<file path="config.mk">
export PLATFORM = sky130hd
export DESIGN_NAME = iiitb_ring_phase_monitor
export DESIGN_NICKNAME = d
export VERILOG_FILES = /design/src/rtl/iiitb_ring_phase_monitor.sv
export SDC_FILE = /design/constraint.sdc
export NUM_CORES = 1
export LEC_CHECK = 0
export ABC_AREA = 0
export CORE_MARGIN = 1
export CORE_UTILIZATION = 40
export CTS_CLUSTER_DIAMETER = 80
export DETAILED_ROUTE_END_ITERATION = 16
export HOLD_SLACK_MARGIN = 0.08
export PLACE_DENSITY = 0.71
export SLEW_MARGIN = 20
export SYNTH_ARGS = -nofsm -noshare
export SYNTH_HDL_FRONTEND = slang
export SYNTH_SLANG_ARGS = --single-unit
</file>
<file path="constraint.sdc">
create_clock -name wb_clk_i -period 1.9 [get_ports wb_clk_i]
set_input_delay 0.57 -clock wb_clk_i [delete_from_list [all_inputs] [get_ports wb_clk_i]]
set_output_delay 0.57 -clock wb_clk_i [all_outputs]
set_load 0.01 [all_outputs]
</file>
<file path="src/rtl/iiitb_ring_phase_monitor.sv">
// -----------------------------------------------------------------------------
// iiitb_ring_phase_monitor
//
// Downstream checker for a 3-bit ring-counter phase bus that rotates right
// (100 -> 010 -> 001 -> 100). Every valid sample must be one-hot and the
// rotate-right successor of the previous valid sample. The monitor locks after
// LOCK_N consecutive legal transitions. While locked it counts completed
// rotations and flags/counts any fault. Status feeds LA/GPIO observation logic.
//
// Parameters
//   LOCK_N  consecutive legal transitions needed to enter LOCKED (>= 1)
//   CNT_W   rotation counter width
//   ERR_W   error counter width
//
// Ports
//   wb_clk_i     in   1      sole clock, rising edge
//   wb_rst_i     in   1      synchronous reset, active-high
//   phase_i      in   3      ring-counter phase sample
//   phase_vld_i  in   1      1 = phase_i valid this cycle, 0 = stall (ignored)
//   clr_i        in   1      clears err_o, err_cnt_o, last_bad_o, rot_cnt_o
//   locked_o     out  1      1 while the FSM is in LOCKED
//   err_o        out  1      sticky fault flag
//   err_cnt_o    out  ERR_W  fault count, saturating
//   last_bad_o   out  3      phase_i value of the most recent fault
//   rot_cnt_o    out  CNT_W  completed rotations while locked, wraps
//   rot_pulse_o  out  1      one-cycle pulse per completed rotation
//   dbg_state_o  out  2      FSM state (0 HUNT, 1 LOCKED, 2 FAULT) for observation
//
// Input qualification: phase_i is consumed only in cycles where phase_vld_i is
// 1; there is no back-pressure, every valid sample is accepted on its edge.
// -----------------------------------------------------------------------------
module iiitb_ring_phase_monitor #(
   parameter int LOCK_N = 4,
   parameter int CNT_W  = 16,
   parameter int ERR_W  = 8
) (
   input  logic             wb_clk_i,
   input  logic             wb_rst_i,
   input  logic [2:0]       phase_i,
   input  logic             phase_vld_i,
   input  logic             clr_i,
   output logic             locked_o,
   output logic             err_o,
   output logic [ERR_W-1:0] err_cnt_o,
   output logic [2:0]       last_bad_o,
   output logic [CNT_W-1:0] rot_cnt_o,
   output logic             rot_pulse_o,
   output logic [1:0]       dbg_state_o
);

   typedef enum logic [1:0] {
      ST_HUNT   = 2'd0,
      ST_LOCKED = 2'd1,
      ST_FAULT  = 2'd2
   } state_t;

   localparam int LC_W = (LOCK_N < 2) ? 1 : $clog2(LOCK_N + 1);
   // lock_cnt value at which the next legal transition is the LOCK_N-th one
   localparam logic [LC_W-1:0] LOCK_LAST = LC_W'(LOCK_N - 1);

   state_t          state, state_nxt;
   logic [LC_W-1:0] lock_cnt, lock_cnt_nxt;
   logic [2:0]      prev;
   logic            prev_vld;

   logic [2:0]      succ_prev;
   logic            prev_onehot;
   logic            legal;
   logic            fault_hit;
   logic            rot_hit;

   // Rotate-right successor of the previous valid sample
   assign succ_prev   = {prev[0], prev[2:1]};
   assign prev_onehot = (prev == 3'b100) || (prev == 3'b010) || (prev == 3'b001);
   // Successor of a one-hot value is one-hot, so phase_i needs no separate check
   assign legal       = phase_vld_i && prev_vld && prev_onehot && (phase_i == succ_prev);

   always_comb begin
      state_nxt    = state;
      lock_cnt_nxt = lock_cnt;
      fault_hit    = 1'b0;
      rot_hit      = 1'b0;
      case (state)
         ST_HUNT: begin
            if (phase_vld_i) begin
               if (legal) begin
                  if (lock_cnt == LOCK_LAST) begin
                     state_nxt    = ST_LOCKED;
                     lock_cnt_nxt = '0;
                  end else begin
                     lock_cnt_nxt = lock_cnt + LC_W'(1);
                  end
               end else begin
                  lock_cnt_nxt = '0;
               end
            end
         end
         ST_LOCKED: begin
            if (phase_vld_i) begin
               if (!legal) begin
                  state_nxt = ST_FAULT;
                  fault_hit = 1'b1;
               end else if (phase_i == 3'b100) begin
                  rot_hit = 1'b1;
               end
            end
         end
         ST_FAULT: begin
            state_nxt    = ST_HUNT;
            lock_cnt_nxt = '0;
         end
         default: begin
            state_nxt    = ST_HUNT;
            lock_cnt_nxt = '0;
         end
      endcase
   end

   always_ff @(posedge wb_clk_i) begin
      if (wb_rst_i) begin
         state    <= ST_HUNT;
         lock_cnt <= '0;
         prev     <= 3'b000;
         prev_vld <= 1'b0;
         locked_o <= 1'b0;
      end else begin
         state    <= state_nxt;
         lock_cnt <= lock_cnt_nxt;
         locked_o <= (state_nxt == ST_LOCKED);
         if (phase_vld_i) begin
            prev <= phase_i;
         end
         // A fault discards history: the next valid sample only seeds prev,
         // including one that arrives during the FAULT cycle itself.
         if (fault_hit) begin
            prev_vld <= 1'b0;
         end else if (phase_vld_i) begin
            prev_vld <= 1'b1;
         end
      end
   end

   // Status registers: a fault or rotation on the same edge as clr_i wins,
   // leaving the count at 1 rather than 0.
   always_ff @(posedge wb_clk_i) begin
      if (wb_rst_i) begin
         err_o       <= 1'b0;
         err_cnt_o   <= '0;
         last_bad_o  <= 3'b000;
         rot_cnt_o   <= '0;
         rot_pulse_o <= 1'b0;
      end else begin
         rot_pulse_o <= rot_hit;

         if (fault_hit) begin
            err_o      <= 1'b1;
            last_bad_o <= phase_i;
            if (clr_i) begin
               err_cnt_o <= ERR_W'(1);
            end else if (err_cnt_o != '1) begin
               err_cnt_o <= err_cnt_o + ERR_W'(1);
            end
         end else if (clr_i) begin
            err_o      <= 1'b0;
            err_cnt_o  <= '0;
            last_bad_o <= 3'b000;
         end

         if (rot_hit) begin
            rot_cnt_o <= clr_i ? CNT_W'(1) : rot_cnt_o + CNT_W'(1);
         end else if (clr_i) begin
            rot_cnt_o <= '0;
         end
      end
   end

   assign dbg_state_o = state;

endmodule

</file>
==> results of run 1 <==
==> cells in the final DEF (no fill, tap or decap), types with 3 or more instances in the layout <==
master,synthesis,layout
buf_4,0,34
clkdlybuf4s50_1,0,33
dfxtp_1,39,28
nand2_1,18,18
a21oi_1,19,16
nor2_1,15,15
nand3_1,13,13
o21ai_0,11,11
dfxtp_2,0,11
or4_1,11,9
o31ai_1,10,8
buf_6,0,8
nand4_1,6,6
inv_1,5,5
nor3_1,7,5
clkbuf_8,0,5
or3_1,4,4
o21bai_1,3,3
o31ai_4,0,3
nor2b_1,3,3
nand2b_1,3,3
mux2i_1,3,3
a21oi_2,0,3
ha_1,3,3
==> worst min path at each step <==
stage | slack, ps | start | to | cells past startpoint
after floorplan | 440 | lock_cnt[1] | lock_cnt[1] | 2
after global placement | 440 | err_o | err_o | 1
after detailed placement | 450 | err_o | err_o | 1
after CTS | 470 | err_o | err_o | 1
after global routing | 490 | err_o | err_o | 1
final | 470 | err_o | err_o | 1
==> metrics by stage <==
step / hold slack [ps] / power, mW / utilization (%)
after CTS: 472 / 1.53 / 61.6
after floorplan: 445 / 0.901 / -
after detailed placement: 447 / 0.965 / 58.3
after global placement: 443 / 0.964 / 58.3
after global routing: 490 / 1.58 / 63.8
final: 469 / 1.53 / 63.8
==> worst max-delay path, stage by stage <==
cell and delay (ps):
buf_6 90, or3b_4 420, nor2_4 100, nand4_1 150, buf_6 180, or4_4 480, a21oi_2 140
==> timing repair <==
action,in CTS,in global routing
cloned,1,0
setup endpoints to repair,36,28
pin swaps,8,13
gates resized for setup,25,28
hold buffers,0,0
buffers inserted,3,0
==> sequential cells by signal, indices dropped and copies added (netlist names) <==
name,flops
prev,3
err_cnt_o,8
lock_cnt,3
locked_o,1
last_bad_o,3
err_o,1
rot_cnt_o,16
rot_pulse_o,1
dbg_state_o,2
prev_vld,1
==> area by class of cell <==
cell class	count	area [sq um]	share of cell area, %
repair buffers	77	693	24.6
well taps	52	65.1	2.31
inverters	5	18.8	0.666
clock inverters	2	12.5	0.444
multi-input cells	167	1160	41.2
clock buffers	6	72.6	2.58
flip-flops and latches	39	795	28.2
==> power by group through the flow <==
| stage | sequential, mW | clock (mW) | combinational (mW) |
|---|---|---|---|
| floorplan | 0.848 | 0 | 0.0535 |
| global placement | 0.849 | 0 | 0.115 |
| detailed placement | 0.849 | 0 | 0.116 |
| CTS | 0.831 | 0.577 | 0.121 |
| global route | 0.833 | 0.612 | 0.138 |
| finish | 0.832 | 0.569 | 0.127 |
==> cell families after synthesis <==
kind of cell    Yosys count  synth area share, %
buf+inv                  12                 2.54
mux                       3                 1.60
simple gates             97                 28.8
xor+xnor                  3                 1.40
compound gates           61                 21.9
flops                    39                 41.7
fa+ha+maj                 3                 2.01
==> layer usage <==
layer	wire length (um)	vias up	part of all wire, %	global-route usage, %
met2	2530	36	49	37.9
met5	0	-	0	0
met3	177	7	3.4	5.19
li1	-	981	-	-
met4	65	0	1.3	7.56
met1	2390	934	46	27.7
==> key figures, run 1 <==
Status
  • Status: finished, final reports clean

Power
  • Sw power: 0.382 mW
  • Cell Int Power: 1.15 mW
  • PD cells: 543 nW/um^2
  • Static leakage: 0.968 nW
  • Switching portion of total power: 25.0%
  • VDD IR max: 452 uV
  • Comb pwr share: 8.3%
  • Seq pwr share: 54.5%
  • Clk pwr share: 37.2%

Clock tree
  • Clock-pin slew on the worst setup and hold paths: 80 ps
  • H-tree levels: 2
  • Deepest clock path buffer count: 2
  • Clock sink total: 39
  • Cts bufs inserted: 5
  • Root Buffer: clkbuf_8
  • CTS tree: built
  • Clock latency on the worst-skew pair: 300 ps

Global route
  • Initial antenna violation count: 0
  • Largest net degree at the start of global routing: 16
  • Final global-route overflow total: 0
  • Total track usage: 22.4%
  • First-pass GRT wire length: 8.83 mm
  • Number of global-route vias before repair: 1883

Worst setup path
  • Crit path launch type: input port
  • Crit Path Class: input port to flip-flop
  • Req. time, crit path: 2150 ps
  • Reg2reg setup slack: 120 ps
  • Setup crit end: rot_cnt_o[12]
  • Register-to-Register Path Depth: 6
  • Setup crit start: phase_i[0]
  • R2R Path Start: prev[2]
  • Worst R2R End: err_cnt_o[7]
  • CP arrival: 2140 ps
  • Crit Path Max Fanout: 8
  • CP Capture Type: flip-flop

Flow run
  • Max-cap violations: 0

Synthesis
  • Commonest cells in the netlist: 39 x dfxtp_1, 19 x a21oi_1, 18 x nand2_1
  • Leading cell type by number of instances after synthesis: dfxtp_1
  • Primary FF master, synth: dfxtp_1
  • Post-synth EDFFs: 0
  • Post-synth cell types: 48
  • Top cells by area, synth: dfxtp_1 42%, a21oi_1 5.1%, or4_1 4.4%
  • Synth Register Bits: 39
  • Mapped Avg Cell Area: 8.59 sq um
  • Post-synth top area cell: dfxtp_1
  • Net Count, Synth: 228
  • Synth Cell Area: 1870 sq um
  • Ys async rst share: 0%
  • Sequential area share after synthesis: 41.7%
  • Post-Synthesis Cells: 218
  • Top-area cell type share of the netlist area: 41.7%
  • YS warnings: 0

Route
  • Initial DRC count: 90
  • Drt pass-1 iters: 4
  • DRT Wirelength: 5.16 mm
  • Drt drc: 0
  • Post-DRT Antenna Nets: 0
  • Vias/cell: 5.63
  • Routed len/inst: 14.8 um
  • DR vias: 1958

Floorplanning
  • Site Rows: 24
  • Area of the core: 4410 sq um
  • Die area: 4960 sq um
  • Initial core utilization: 42.4%
  • Chip Width: 70.4 um
  • Vert. Die Dim: 70.4 um
  • IO Pins: 39

Finish
  • Antenna Cells: 0
  • Design area: 2820 sq um
  • Fillers: 389
  • Area growth, synth to finish: 50.5%
  • Layout cells sized above 1: 27.0%
  • Layout Nets: 305
  • Post-Layout Cell Count: 348

STA
  • Post-layout min period: 1890 ps
  • Slew Limit Headroom: 66.2%
  • Slack of the critical path: 9.56 ps
  • Fin crit share: 99.5%
  • Slew @ Worst Pin: 503 ps
  • Final setup fails: 0
  • Setup tns final: 0 ps
  • Hold Vio Cnt, Final: 0
  • FMAX: 529 MHz
  • Clock skew: 12.2 ps
  • Setup repair after global routing missed its margin: yes
  • Max-slew violations: 0

Placement
  • Inst Count DP: 336
  • Placement Setup Slack: -738 ps
  • # port buffers: 38
  • Dpl cell area: 2570 sq um
  • Hpwl dp: 3.55 mm
  • Gpl congestion: 0.827

Worst hold path
  • Hold Path Class: flip-flop to flip-flop
Power figures use the tool's default switching activity.
==> inputs of run 2 (changes only) <==
--- a/config.mk
+++ b/config.mk
@@ -11,7 +11,7 @@
 export CTS_CLUSTER_DIAMETER = 80
 export DETAILED_ROUTE_END_ITERATION = 16
 export HOLD_SLACK_MARGIN = 0.08
-export PLACE_DENSITY = 0.71
+export PLACE_DENSITY = 0.79
 export SLEW_MARGIN = 20
 export SYNTH_ARGS = -nofsm -noshare
 export SYNTH_HDL_FRONTEND = slang
==> key figures, run 2 (same netlist as run 1, synthesis figures left out) <==
Floorplanning
  • Chip Width: 70.4 um (unchanged)
  • Die area: 4960 sq um (unchanged)
  • Vert. Die Dim: 70.4 um (unchanged)
  • IO Pins: 39 (unchanged)
  • Area of the core: 4410 sq um (unchanged)
  • Site Rows: 24 (unchanged)
  • Initial core utilization: 42.4% (unchanged)

Clock tree
  • Clock sink total: 39 (unchanged)
  • H-tree levels: 2 (unchanged)
  • Clock-pin slew on the worst setup and hold paths: 80 ps (about the same)
  • Deepest clock path buffer count: 2 (unchanged)
  • Cts bufs inserted: 5 (unchanged)
  • Clock latency on the worst-skew pair: 290 ps (was 300 ps)
  • CTS tree: built (unchanged)
  • Root Buffer: clkbuf_8 (unchanged)

Worst setup path
  • Crit Path Class: input port to flip-flop (unchanged)
  • Crit Path Max Fanout: 7 (was 8)
  • CP arrival: 2160 ps (was 2140 ps)
  • CP Capture Type: flip-flop (unchanged)
  • Req. time, crit path: 2130 ps (was 2150 ps)
  • Crit path launch type: input port (unchanged)

Power
  • Clk pwr share: 37.6% (was 37.2%)
  • Sw power: 0.360 mW (was 0.382 mW)
  • Seq pwr share: 54.3% (was 54.5%)
  • Switching portion of total power: 23.5% (was 25.0%)
  • PD cells: 559 nW/um^2 (was 543 nW/um^2)
  • VDD IR max: 379 uV (was 452 uV)
  • Total power: 1.53 mW (about the same)
  • Cell Int Power: 1.17 mW (was 1.15 mW)
  • Static leakage: 0.946 nW (was 0.968 nW)
  • Comb pwr share: 8.2% (was 8.3%)

Placement
  • Gpl congestion: 0.847 (was 0.827)
  • Inst Count DP: 333 (was 336)
  • Dpl cell area: 2550 sq um (was 2570 sq um)
  • Placement Setup Slack: -656 ps (was -738 ps)
  • Hpwl dp: 3.45 mm (was 3.55 mm)
  • # port buffers: 38 (unchanged)

Flow run
  • Max-cap violations: 0 (unchanged)

STA
  • Fin crit share: 101% (was 99.5%)
  • Hold Slack: 459 ps (was 469 ps)
  • Max-slew violations: 0 (unchanged)
  • Slew Limit Headroom: 68.3% (was 66.2%)
  • Hold Vio Cnt, Final: 0 (unchanged)
  • Clock skew: 8.43 ps (was 12.2 ps)
  • Setup repair after global routing missed its margin: yes (unchanged)
  • Final setup fails: 1 (was 0)
  • Slack of the critical path: -27.4 ps (was 9.56 ps)
  • Setup tns final: -27.4 ps (was 0 ps)
  • FMAX: 519 MHz (was 529 MHz)
  • Slew @ Worst Pin: 472 ps (was 503 ps)
  • Post-layout min period: 1930 ps (was 1890 ps)

Finish
  • Post-Layout Cell Count: 345 (was 348)
  • Layout Nets: 303 (was 305)
  • Final Core Density: 62.0% (was 63.8%)
  • Biggest register: rot_cnt_o (unchanged)
  • Commonest cells after routing, fill and taps aside: 34 x dfxtp_1, 34 x buf_4, 33 x clkdlybuf4s50_1 (was 34 x buf_4, 33 x clkdlybuf4s50_1, 28 x dfxtp_1)
  • Max FFs per register: 16 (unchanged)
  • Design area: 2740 sq um (was 2820 sq um)
  • Top flop regs: rot_cnt_o: 16 flops, err_cnt_o: 8 flops (unchanged)
  • Antenna Cells: 0 (unchanged)
  • Area growth, synth to finish: 46.3% (was 50.5%)
  • Layout cells sized above 1: 21.8% (was 27.0%)

Global route
  • Largest net degree at the start of global routing: 21 (was 16)
  • Initial antenna violation count: 0 (unchanged)
  • Total track usage: 21.4% (was 22.4%)
  • Number of global-route vias before repair: 1940 (was 1883)
  • Final global-route overflow total: 0 (unchanged)
  • First-pass GRT wire length: 8.54 mm (was 8.83 mm)

Route
  • DRT Wirelength: 4.98 mm (was 5.16 mm)
  • Vias/cell: 5.77 (was 5.63)
  • Post-DRT Antenna Nets: 0 (unchanged)
  • Drt drc: 0 (unchanged)
  • Routed len/inst: 14.4 um (was 14.8 um)
  • Drt pass-1 iters: 4 (unchanged)
  • DR vias: 1991 (was 1958)
  • Initial DRC count: 117 (was 90)

Status
  • Status: finished, violations left (was finished, final reports clean)
  • Failing checks: setup timing

Worst hold path
  • Hold Path Class: flip-flop to flip-flop (unchanged)
==> run 2: routing by layer <==
| layer | GRT usage [%] | wire (um) | part of all wire [%] | vias to the layer above |
|---|---|---|---|---|
| met4 | 10.4 | 108 | 2.2 | 0 |
| li1 | - | - | - | 977 |
| met3 | 4.04 | 219 | 4.4 | 15 |
| met2 | 37.1 | 2460 | 49 | 64 |
| met5 | 0 | 0 | 0 | - |
| met1 | 25.1 | 2190 | 44 | 935 |
==> run 2: path summary, 6_finish.rpt <==
| kind | startpoint | end | cells past startpoint | slack, ps |
|---|---|---|---|---|
| max | phase_i[0] | rot_cnt_o[13] | 9 | -30 |
| min | err_o | err_o | 1 | 460 |
| max reg2reg | prev[1] | rot_cnt_o[13] | 7 | 60 |
| min reg2reg | err_o | err_o | 1 | 460 |
==> run 2: repair_timing <==
action | 4_1_cts | 5_1_grt
resized for setup | 24 | 10
buffers inserted | 4 | 0
pin swaps | 12 | 6
endpoints found under the setup margin | 35 | 20
hold buffers | 0 | 0
gates cloned | 1 | 0
==> run 2: power by group through the flow <==
stage               Clock (mW)  Combinational [mW]  Sequential, mW
CTS                      0.580               0.123           0.831
global route             0.625               0.133           0.832
detailed placement           0               0.113           0.848
global placement             0               0.111           0.848
finish                   0.575               0.125           0.831
floorplan                    0              0.0535           0.848
==> run 2: final cells by class <==
class	instances	area, sq um
fill	386	1680
timing repair buffer	75	668
sequential	39	790
tap	52	65.1
clock buffer	6	82.6
inverter	5	18.8
multi-input combinational	167	1110
clock inverter	1	5.00
==> run 2: worst max-delay path, cell delays in order <==
cell     delay [ps]
buf_6            90
buf_6           120
xor2_4          180
o31ai_4         190
nand4_1         160
buf_4           170
buf_6           120
or4_1           400
a21oi_1         140
==> inputs of run 3 (changes only) <==
--- a/config.mk
+++ b/config.mk
@@ -16,3 +16,4 @@
 export SYNTH_ARGS = -nofsm -noshare
 export SYNTH_HDL_FRONTEND = slang
 export SYNTH_SLANG_ARGS = --single-unit
+export TNS_END_PERCENT = 1
==> key figures, run 3 (same netlist as run 1, synthesis figures left out) <==
Power
  • Comb pwr share: 8.2% (about the same)
  • Cell Int Power: 1.14 mW (was 1.17 mW)
  • Seq pwr share: 55.0% (was 54.3%)
  • Switching portion of total power: 24.7% (was 23.5%)
  • VDD IR max: 399 uV (was 379 uV)
  • Static leakage: 0.954 nW (was 0.946 nW)
  • Clk pwr share: 36.7% (was 37.6%)
  • PD cells: 546 nW/um^2 (was 559 nW/um^2)
  • Sw power: 0.374 mW (was 0.360 mW)
  • Total power: 1.51 mW (was 1.53 mW)

STA
  • Slew @ Worst Pin: 427 ps (was 472 ps)
  • Clock skew: 11.1 ps (was 8.43 ps)
  • Max-slew violations: 0 (unchanged)
  • Post-layout min period: 2000 ps (was 1930 ps)
  • Final setup fails: 8 (was 1)
  • Hold Vio Cnt, Final: 0 (unchanged)
  • Setup repair after global routing missed its margin: yes (unchanged)
  • FMAX: 499 MHz (was 519 MHz)
  • Slack of the critical path: -104 ps (was -27.4 ps)
  • Slew Limit Headroom: 71.3% (was 68.3%)
  • Fin crit share: 105% (was 101%)
  • Hold Slack: 465 ps (was 459 ps)

Clock tree
  • Deepest clock path buffer count: 2 (unchanged)
  • Clock sink total: 39 (unchanged)
  • Cts bufs inserted: 5 (unchanged)
  • Clock-pin slew on the worst setup and hold paths: 80 ps (about the same)
  • Clock latency on the worst-skew pair: 300 ps (was 290 ps)
  • H-tree levels: 2 (unchanged)
  • CTS tree: built (unchanged)
  • Root Buffer: clkbuf_8 (unchanged)

Status
  • Failing checks: setup timing (unchanged)
  • Status: finished, violations left (unchanged)

Route
  • Routed len/inst: 14.6 um (was 14.4 um)
  • DRT Wirelength: 5.11 mm (was 4.98 mm)
  • DR vias: 1986 (was 1991)
  • Drt pass-1 iters: 4 (unchanged)
  • Drt drc: 0 (unchanged)
  • Post-DRT Antenna Nets: 0 (unchanged)
  • Initial DRC count: 153 (was 117)
  • Vias/cell: 5.67 (was 5.77)

Worst setup path
  • Reg2reg setup slack: -30 ps (was 60 ps)
  • Crit path launch type: input port (unchanged)
  • CP dominant cell by count: buf_6 (unchanged)
  • Worst path max stage delay: 460 ps (was 400 ps)
  • Crit Path Max Fanout: 8 (was 7)
  • CP arrival: 2230 ps (was 2160 ps)
  • CP max-delay cell: or4_1 (unchanged)
  • Crit path cell chain: buf_6 -> or3b_4 -> nor2_4 -> nand4_1 -> buf_6 -> or4_1 -> a21oi_1 (was buf_6 -> buf_6 -> xor2_4 -> o31ai_4 -> nand4_1 -> buf_4 -> buf_6 -> or4_1 -> a21oi_1)
  • Register-to-Register Path Depth: 6 (was 7)
  • CP Capture Type: flip-flop (unchanged)
  • R2R Path Start: prev[1] (unchanged)
  • Setup crit end: rot_cnt_o[6] (was rot_cnt_o[13])
  • Crit Path Class: input port to flip-flop (unchanged)
  • Worst R2R End: rot_cnt_o[6] (was rot_cnt_o[13])
  • Req. time, crit path: 2120 ps (was 2130 ps)
  • Setup crit start: phase_i[1] (was phase_i[0])

Global route
  • Met2 Use GR: 35.4% (was 37.1%)
  • Grt met3 use: 4.62% (was 4.04%)
  • Initial antenna violation count: 0 (unchanged)
  • First-pass GRT wire length: 8.54 mm (unchanged)
  • Met1 GRT Util: 27.6% (was 25.1%)
  • Final global-route overflow total: 0 (unchanged)
  • Total track usage: 21.6% (was 21.4%)
  • Largest net degree at the start of global routing: 21 (unchanged)
  • GR peak layer: met2 (unchanged)
  • Number of global-route vias before repair: 1829 (was 1940)

Finish
  • Max FFs per register: 16 (unchanged)
  • Biggest register: rot_cnt_o (unchanged)
  • Top flop regs: rot_cnt_o: 16 flops, err_cnt_o: 8 flops (unchanged)
  • Post-Layout Cell Count: 350 (was 345)
  • Layout cells sized above 1: 24.8% (was 21.8%)
  • Antenna Cells: 0 (unchanged)
  • Design area: 2770 sq um (was 2740 sq um)
  • Commonest cells after routing, fill and taps aside: 38 x buf_4, 33 x clkdlybuf4s50_1, 30 x dfxtp_1 (was 34 x dfxtp_1, 34 x buf_4, 33 x clkdlybuf4s50_1)
  • Area growth, synth to finish: 48.0% (was 46.3%)
  • Final Core Density: 62.8% (was 62.0%)
  • Commonest non-fill, non-tap cell in the layout: buf_4
  • Layout Nets: 307 (was 303)

Flow run
  • Max-cap violations: 0 (unchanged)

Floorplanning
  • Initial core utilization: 42.4% (unchanged)
  • Area of the core: 4410 sq um (unchanged)
  • Chip Width: 70.4 um (unchanged)
  • Vert. Die Dim: 70.4 um (unchanged)
  • Site Rows: 24 (unchanged)
  • IO Pins: 39 (unchanged)
  • Die area: 4960 sq um (unchanged)

Placement
  • # port buffers: 38 (unchanged)
  • Gpl congestion: 0.868 (was 0.847)
  • Inst Count DP: 338 (was 333)
  • Hpwl dp: 3.61 mm (was 3.45 mm)
  • Dpl cell area: 2570 sq um (was 2550 sq um)

Worst hold path
  • Hold Path Class: flip-flop to flip-flop (unchanged)
  • Worst Hold Depth: 1 (unchanged)
[run 3: changes by cell type in the layout (fill, tap and decap cells not counted), sizes merged]
cell / previous run / this run
buf: 40 / 44
clkinv: 1 / 3
dlymetal6s2s: 1 / 0
[run 3: how the worst min path moves through the flow]
stage,endpoint,start,slack [ps]
finish,err_o,err_o,470
global route,err_o,err_o,490
CTS,err_o,err_o,470
detailed placement,err_o,err_o,440
global placement,err_o,err_o,450
floorplan,lock_cnt[1],lock_cnt[1],440
[run 3: worst max-delay path, delay by kind of cell]
family                 cells  cell delay (ps)
buffers and inverters      2              300
AND/OR/NAND/NOR            4             1190
AO/OA/AOI/OAI              1              150
[run 3: power groups by stage]
stage	combinational (mW)	sequential [mW]	clock [mW]
after floorplan	0.0500	0.847	0
after global placement	0.104	0.848	0
after detailed placement	0.107	0.848	0
after CTS	0.106	0.829	0.564
after global routing	0.135	0.833	0.597
final	0.125	0.832	0.555
[run 3: per-layer routing]
| layer | vias up | wire length (um) | part of all wire (%) |
|---|---|---|---|
| met3 | 9 | 283 | 5.5 |
| li1 | 985 | - | - |
| met5 | - | 0 | 0 |
| met4 | 0 | 82 | 1.6 |
| met2 | 68 | 2540 | 50 |
| met1 | 924 | 2200 | 43 |
[run 3: through the flow]
step	setup TNS (ps)	setup slack [ps]
after global routing	-858	-137
after detailed placement	-18580	-690
after CTS	-31.1	-31.1
after floorplan	-420	-102
final	-373	-104
after global placement	-17480	-643
[run 3: final cells by class]
class / count / area, sq um
multi-input cells: 167 / 1110
clock buffers: 5 / 68.8
inverters: 5 / 18.8
well taps: 52 / 65.1
flip-flops and latches: 39 / 797
clock inverters: 3 / 15.0
fillers: 365 / 1640
repair buffers: 79 / 694
[run 3: what timing repair did]
item | 4_1_cts | 5_1_grt
setup endpoints to repair | 36 | 23
setup buffers | 0 | 3
gates cloned | 1 | 0
pin swaps | 7 | 12
gates resized for setup | 20 | 25
hold buffers | 0 | 0
